`src/rtl/pipe_cache_tag_lookup_pkg.sv`:
```
// rtl/pipe_cache_tag_lookup_pkg.sv - shared widths, address slicing and S1 entry type
package pipe_cache_tag_lookup_pkg;

    localparam int ADDR_W   = 32;
    localparam int OFFSET_W = 5;
    localparam int INDEX_W  = 4;
    localparam int TAG_W    = ADDR_W - INDEX_W - OFFSET_W;
    localparam int NUM_SETS = 1 << INDEX_W;

    typedef struct packed {
        logic [ADDR_W-1:0] addr;
        logic              valid;
    } s1_entry_t;

    function automatic logic [TAG_W-1:0] addr_tag(input logic [ADDR_W-1:0] addr);
        return addr[ADDR_W-1 -: TAG_W];
    endfunction

    function automatic logic [INDEX_W-1:0] addr_index(input logic [ADDR_W-1:0] addr);
        return addr[OFFSET_W +: INDEX_W];
    endfunction

endpackage

```
`src/rtl/pipe_cache_tag_lookup_valid_array.sv`:
```
// rtl/pipe_cache_tag_lookup_valid_array.sv - per-set valid flops with set, flush and read port
module pipe_cache_valid_array
    import pipe_cache_tag_lookup_pkg::*;
(
    input  logic               clk,
    input  logic               rst,
    input  logic               set_en,
    input  logic [INDEX_W-1:0] set_idx,
    input  logic               flush,
    input  logic [INDEX_W-1:0] rd_idx,
    output logic               rd_valid
);

    logic [NUM_SETS-1:0] valid_q;
    logic [NUM_SETS-1:0] valid_d;

    // Flush clears first so a same-cycle fill still leaves its own bit set.
    always_comb begin
        valid_d = flush ? '0 : valid_q;
        if (set_en) begin
            valid_d[set_idx] = 1'b1;
        end
    end

    always_ff @(posedge clk) begin
        if (rst) begin
            valid_q <= '0;
        end else begin
            valid_q <= valid_d;
        end
    end

    assign rd_valid = valid_q[rd_idx];

endmodule

```
`src/rtl/pipe_cache_tag_lookup.sv`:
```
// rtl/pipe_cache_tag_lookup.sv - two-stage direct-mapped tag lookup with fill port and write bypass
module pipe_cache_tag_lookup
    import pipe_cache_tag_lookup_pkg::*;
#(
    parameter int ADDR_WIDTH   = ADDR_W,
    parameter int OFFSET_WIDTH = OFFSET_W,
    parameter int INDEX_WIDTH  = INDEX_W,
    parameter int TAG_WIDTH    = TAG_W
) (
    input  logic                   clk,
    input  logic                   rst,
    input  logic                   req_valid,
    output logic                   req_ready,
    input  logic [ADDR_WIDTH-1:0]  req_addr,
    output logic                   resp_valid,
    input  logic                   resp_ready,
    output logic                   resp_hit,
    output logic [ADDR_WIDTH-1:0]  resp_addr,
    output logic                   resp_victim_valid,
    output logic [TAG_WIDTH-1:0]   resp_victim_tag,
    input  logic                   fill_valid,
    input  logic [ADDR_WIDTH-1:0]  fill_addr,
    input  logic                   flush,
    output logic                   tag_csb0,
    output logic [INDEX_WIDTH-1:0] tag_addr0,
    output logic [TAG_WIDTH-1:0]   tag_din0,
    output logic                   tag_csb1,
    output logic [INDEX_WIDTH-1:0] tag_addr1,
    input  logic [TAG_WIDTH-1:0]   tag_dout1
);

    s1_entry_t          s1_q;
    logic               accept;
    logic               byp_valid_q;
    logic [INDEX_W-1:0] byp_idx_q;
    logic [TAG_W-1:0]   byp_tag_q;
    logic [INDEX_W-1:0] s1_idx;
    logic [TAG_W-1:0]   stored_tag;
    logic               set_valid;

    assign req_ready = !s1_q.valid || resp_ready;
    assign accept    = req_valid && req_ready && !rst;

    // Holding csb1 high while stalled keeps the SRAM read address, so dout1 tracks S1.
    assign tag_csb1  = !accept;
    assign tag_addr1 = addr_index(req_addr);

    assign tag_csb0  = !(fill_valid && !rst);
    assign tag_addr0 = addr_index(fill_addr);
    assign tag_din0  = addr_tag(fill_addr);

    always_ff @(posedge clk) begin
        if (rst) begin
            s1_q.valid <= 1'b0;
        end else if (accept) begin
            s1_q.addr  <= req_addr;
            s1_q.valid <= 1'b1;
        end else if (resp_ready) begin
            s1_q.valid <= 1'b0;
        end
    end

    // The SRAM commits a write one edge after capturing it; the bypass covers that gap.
    always_ff @(posedge clk) begin
        if (rst) begin
            byp_valid_q <= 1'b0;
        end else begin
            byp_valid_q <= fill_valid;
            byp_idx_q   <= addr_index(fill_addr);
            byp_tag_q   <= addr_tag(fill_addr);
        end
    end

    pipe_cache_valid_array u_valid (
        .clk      (clk),
        .rst      (rst),
        .set_en   (fill_valid),
        .set_idx  (addr_index(fill_addr)),
        .flush    (flush),
        .rd_idx   (s1_idx),
        .rd_valid (set_valid)
    );

    assign s1_idx     = addr_index(s1_q.addr);
    assign stored_tag = (byp_valid_q && byp_idx_q == s1_idx) ? byp_tag_q : tag_dout1;

    assign resp_valid        = s1_q.valid;
    assign resp_addr         = s1_q.addr;
    assign resp_victim_valid = set_valid;
    assign resp_victim_tag   = stored_tag;
    assign resp_hit          = set_valid && (stored_tag == addr_tag(s1_q.addr));

endmodule

```
`config.mk`:
```
export PLATFORM = sky130hd
export DESIGN_NAME = pipe_cache_tag_lookup
export DESIGN_NICKNAME = d
export VERILOG_FILES = /design/src/rtl/pipe_cache_tag_lookup_pkg.sv /design/src/rtl/pipe_cache_tag_lookup_valid_array.sv /design/src/rtl/pipe_cache_tag_lookup.sv
export SDC_FILE = /design/constraint.sdc
export NUM_CORES = 1
export LEC_CHECK = 0
export BUFFER_PORTS_ARGS = -buffer_cell sky130_fd_sc_hd__clkbuf_2
export CAP_MARGIN = 20
export CORE_AREA = 2 2 69 137
export CTS_BUF_LIST = sky130_fd_sc_hd__clkbuf_8
export DETAILED_ROUTE_END_ITERATION = 12
export DIE_AREA = 0 0 71 139
export PLACE_DENSITY_LB_ADDON = 0.15
export SLEW_MARGIN = 20
export SYNTH_ARGS = -nofsm -noshare
export SYNTH_HDL_FRONTEND = slang
export SYNTH_SLANG_ARGS = --single-unit
```
`constraint.sdc`:
```
create_clock -name clk -period 2.2 [get_ports clk]
set_clock_uncertainty 0.2 [all_clocks]
set_input_delay 0.22 -clock clk [delete_from_list [all_inputs] [get_ports clk]]
set_output_delay 0.22 -clock clk [all_outputs]
set_load 0.01 [all_outputs]
```
==> results.py <==
metrics = {
    "timing": {
        "fin_crit_ns": 2.956,
        "fin_crit_sh_pct": 134.4,
        "slew-limit-headroom_pct": 68.89,
        "rsz0062_at_grt": "yes",
        "layout_setup_ws_ns": -0.7563,
        "final_max_slew_viol_count": 0,
        "setup_viol": 25,
        "fmax_mhz": 338.3,
        "hold_viol": 0,
        "tightest_slew_ns": 0.4661,
    },
    "routing": {
        "detail-route-antenna-nets": 0,
        "wl_met2_mm": 6.718,
        "route.layer.met1.wl_mm": 3.391,
        "wire_per_inst_um": 17.39,
        "routed_via_density": 4.870,
        "dr_total_vias": 3034,
        "first_pass_iters": 4,
        "top_layer_used": "met4",
        "drc": 0,
        "drtIter0Drc": 121,
        "dr_wl_met3_um": 481,
        "totalWireLength_mm": 10.84,
    },
    "min_path": {
        "hp-start": "resp_ready",
        "hold_path_class": "primary input to register",
        "holdPathEnd": "resp_valid$_SDFFE_PP0P_",
        "hold_depth": 3,
    },
    "clock_tree": {
        "insertion_delay_ns": 0.35,
        "clock_path_buffers": 2,
        "path_clk_slew_ns": 0.08,
        "h-tree-depth": 3,
        "cts_inserted_buffers": 9,
        "cts_root_buffer": "clkbuf_8",
        "cts_tree": "done",
        "cts_sinks": 77,
    },
    "cells_and_area": {
        "area_growth_pct": 62.14,
        "fin_util_pct": 65.88,
        "drive_above_1_share_pct": 53.36,
        "n_antenna_cell": 0,
        "fin_area_mm2": 0.005857,
        "nets": 609,
    },
    "worst_setup_path": {
        "critPathLaunch": "byp_idx_q[0]$_DFFE_PN_",
        "start_kind": "register",
        "rr_worst_depth": 4,
        "reg2reg_from": "resp_valid$_SDFFE_PP0P_",
        "cp-end-kind": "primary output",
        "crit_required_ns": 1.78,
        "crit_arrival_ns": 2.54,
        "r2r_end": "resp_addr[30]$_DFFE_PP_",
        "rrSetupSlack_ns": 0.59,
        "crit_type": "register to primary output",
        "critPathMaxFanout": 3,
    },
    "synth": {
        "yosysMostFrequentCell": "edfxtp_1",
        "yosys_most_used_dff": "edfxtp_1",
        "ys_types": 42,
        "netlist_top_cells_area": "edfxtp_1, dfxtp_1, buf_4",
        "synth_edf_count": 59,
        "syn_avg_cell_area_um2": 14.06,
        "ys_seq_elements": 77,
        "async_reset_ff_share_pct": 0,
        "syn-num-nets": 350,
        "netlist_area_mm2": 0.003612,
        "synth_cells": 257,
        "synth_top_area_cell": "edfxtp_1",
        "synthTopCellsByCount": "edfxtp_1, buf_4, xnor2_1, nor2_1, dfxtp_1",
        "yosys.area.top_type_share_pct": 49.05,
        "yosysWarnings": 0,
        "yosysSeqAreaShare_pct": 59.02,
    },
    "placement": {
        "io_buffer_count": 179,
        "hpwl_mm": 7.618,
        "globalplace.congestion": 0.7664,
        "post_dp_cell_area_mm2": 0.004668,
    },
    "die": {
        "coreArea_mm2": 0.008890,
        "boundaryPins": 185,
        "die_area_mm2": 0.009869,
        "start_util_pct": 40.63,
        "die_w_um": 71,
        "rows": 49,
        "dieHeight_um": 139,
    },
    "power_and_ir_drop": {
        "peakVddDrop_mv": 0.4350,
        "p_clk_share_pct": 32.8,
        "power_density_mw_per_mm2": 589.0,
        "leakagePower_nw": 2.654,
        "p_int_mw": 2.627,
        "seqPwrFrac_pct": 49.0,
        "switchingPower_uw": 823.3,
        "comb_power_share_pct": 18.1,
        "swShare_pct": 23.87,
    },
    "run": {
        "cap_violations": 0,
    },
    "grt": {
        "grt_max_degree": 28,
        "grt_pass1_vias": 3207,
        "grt_pass1_wl_mm": 16.17,
        "antenna_found_initial": 0,
        "grt_overflow_total": 0,
        "grt.total_usage_pct": 21.90,
    },
    "status": {
        "status": "complete, but fails checks",
        "violations": "setup timing",
    },
}
-- worst max-delay path, cell delays in order, from the launching register on --
cell and delay [ns]:
edfxtp_1 0.46, xnor2_4 0.22, nand3_4 0.12, buf_4 0.16, o311ai_0 0.36, o221a_2 0.26, nand4_1 0.14, nor4_2 0.28
buf_2 0.18
-- per-stage QoR --
stage	TNS, ns	setup slack [ns]	total power, mW	hold slack [ns]	std cells
global placement	-0.7766	-0.4428	2.187	0.1987	535
detailed placement	-0.8930	-0.4599	2.195	0.1991	535
global route	-8.933	-0.8882	3.577	0.06638	623
CTS	-8.023	-0.8056	3.452	0.02107	621
finish	-6.944	-0.7563	3.450	0.03010	623
floorplan	-0.3224	-0.3224	1.971	0.1189	257
-- placed cells by master (no fill, tap or decap), types with 2 or more instances in the layout --
cell / instances
nor2b_1: 3
inv_1: 16
dlygate4sd3_1: 61
and3_1: 3
clkbuf_8: 9
nand2_1: 2
buf_12: 3
xnor2_2: 7
dfxtp_1: 18
mux4_1: 3
a221oi_1: 3
mux2_4: 22
nor2_1: 20
bufinv_16: 2
buf_8: 7
buf_6: 23
xor2_1: 2
a32oi_1: 3
a22oi_1: 13
xnor2_1: 15
nand4_1: 5
buf_4: 30
a22o_1: 2
clkbuf_2: 159
clkinvlp_4: 3
mux4_2: 2
o22ai_1: 2
buf_2: 2
and3b_1: 2
edfxtp_1: 59
-- final cells by class --
| class | instances | area (um2) |
|---|---|---|
| Fill cell | 714 | 3033 |
| Tap cell | 102 | 127.6 |
| Sequential cell | 77 | 2132 |
| Clock buffer | 9 | 123.9 |
| Inverter | 16 | 67.56 |
| Multi-Input combinational cell | 127 | 1256 |
| Clock inverter | 7 | 83.83 |
| Timing Repair Buffer | 285 | 2066 |
-- cell families (layout without fill, tap and decap cells) --
group | after synthesis | in the layout | share of synthesized area (%)
mux | 27 | 27 | 10.91
xor+xnor | 25 | 25 | 6.477
compound gates | 30 | 30 | 6.512
flops | 77 | 77 | 59.02
buf+inv | 53 | 317 | 9.698
simple gates | 45 | 45 | 7.379
-- worst max path at each step --
| stage | to |
|---|---|
| final | resp_hit |
| after global routing | resp_hit |
| after CTS | resp_hit |
| after detailed placement | resp_hit |
| after global placement | resp_hit |
| after floorplan | resp_hit |
-- repair_timing --
action / in CTS / in global routing
buffers inserted: 10 / 7
setup endpoints to repair: 25 / 25
gates resized for setup: 37 / 42
endpoints found under the hold margin: 61 / 0
hold buffers: 61 / 0
pin swaps: 3 / 3
-- flip-flops by register name, indices dropped and copies added (netlist names) --
| name | cells |
|---|---|
| u_valid.valid_q | 16 |
| byp_valid_q | 1 |
| resp_valid | 1 |
| byp_idx_q | 4 |
| byp_tag_q | 23 |
| resp_addr | 32 |
-- power by group through the flow --
stage | sequential [mW] | clock, mW | combinational [mW]
6_report | 1.69 | 1.13 | 0.626
5_1_grt | 1.70 | 1.21 | 0.669
4_1_cts | 1.69 | 1.17 | 0.598
3_5_place_dp | 1.72 | 0 | 0.474
3_3_place_gp | 1.72 | 0 | 0.471
2_1_floorplan | 1.72 | 0 | 0.246
-- metal layers --
metal / vias up / global-route usage, %
li1: 1440 / -
met3: 19 / 4.215
met2: 125 / 44.27
met5: - / 0
met4: 0 / 10.13
met1: 1450 / 19.44
No activity file was read; power rests on OpenSTA's default activity.
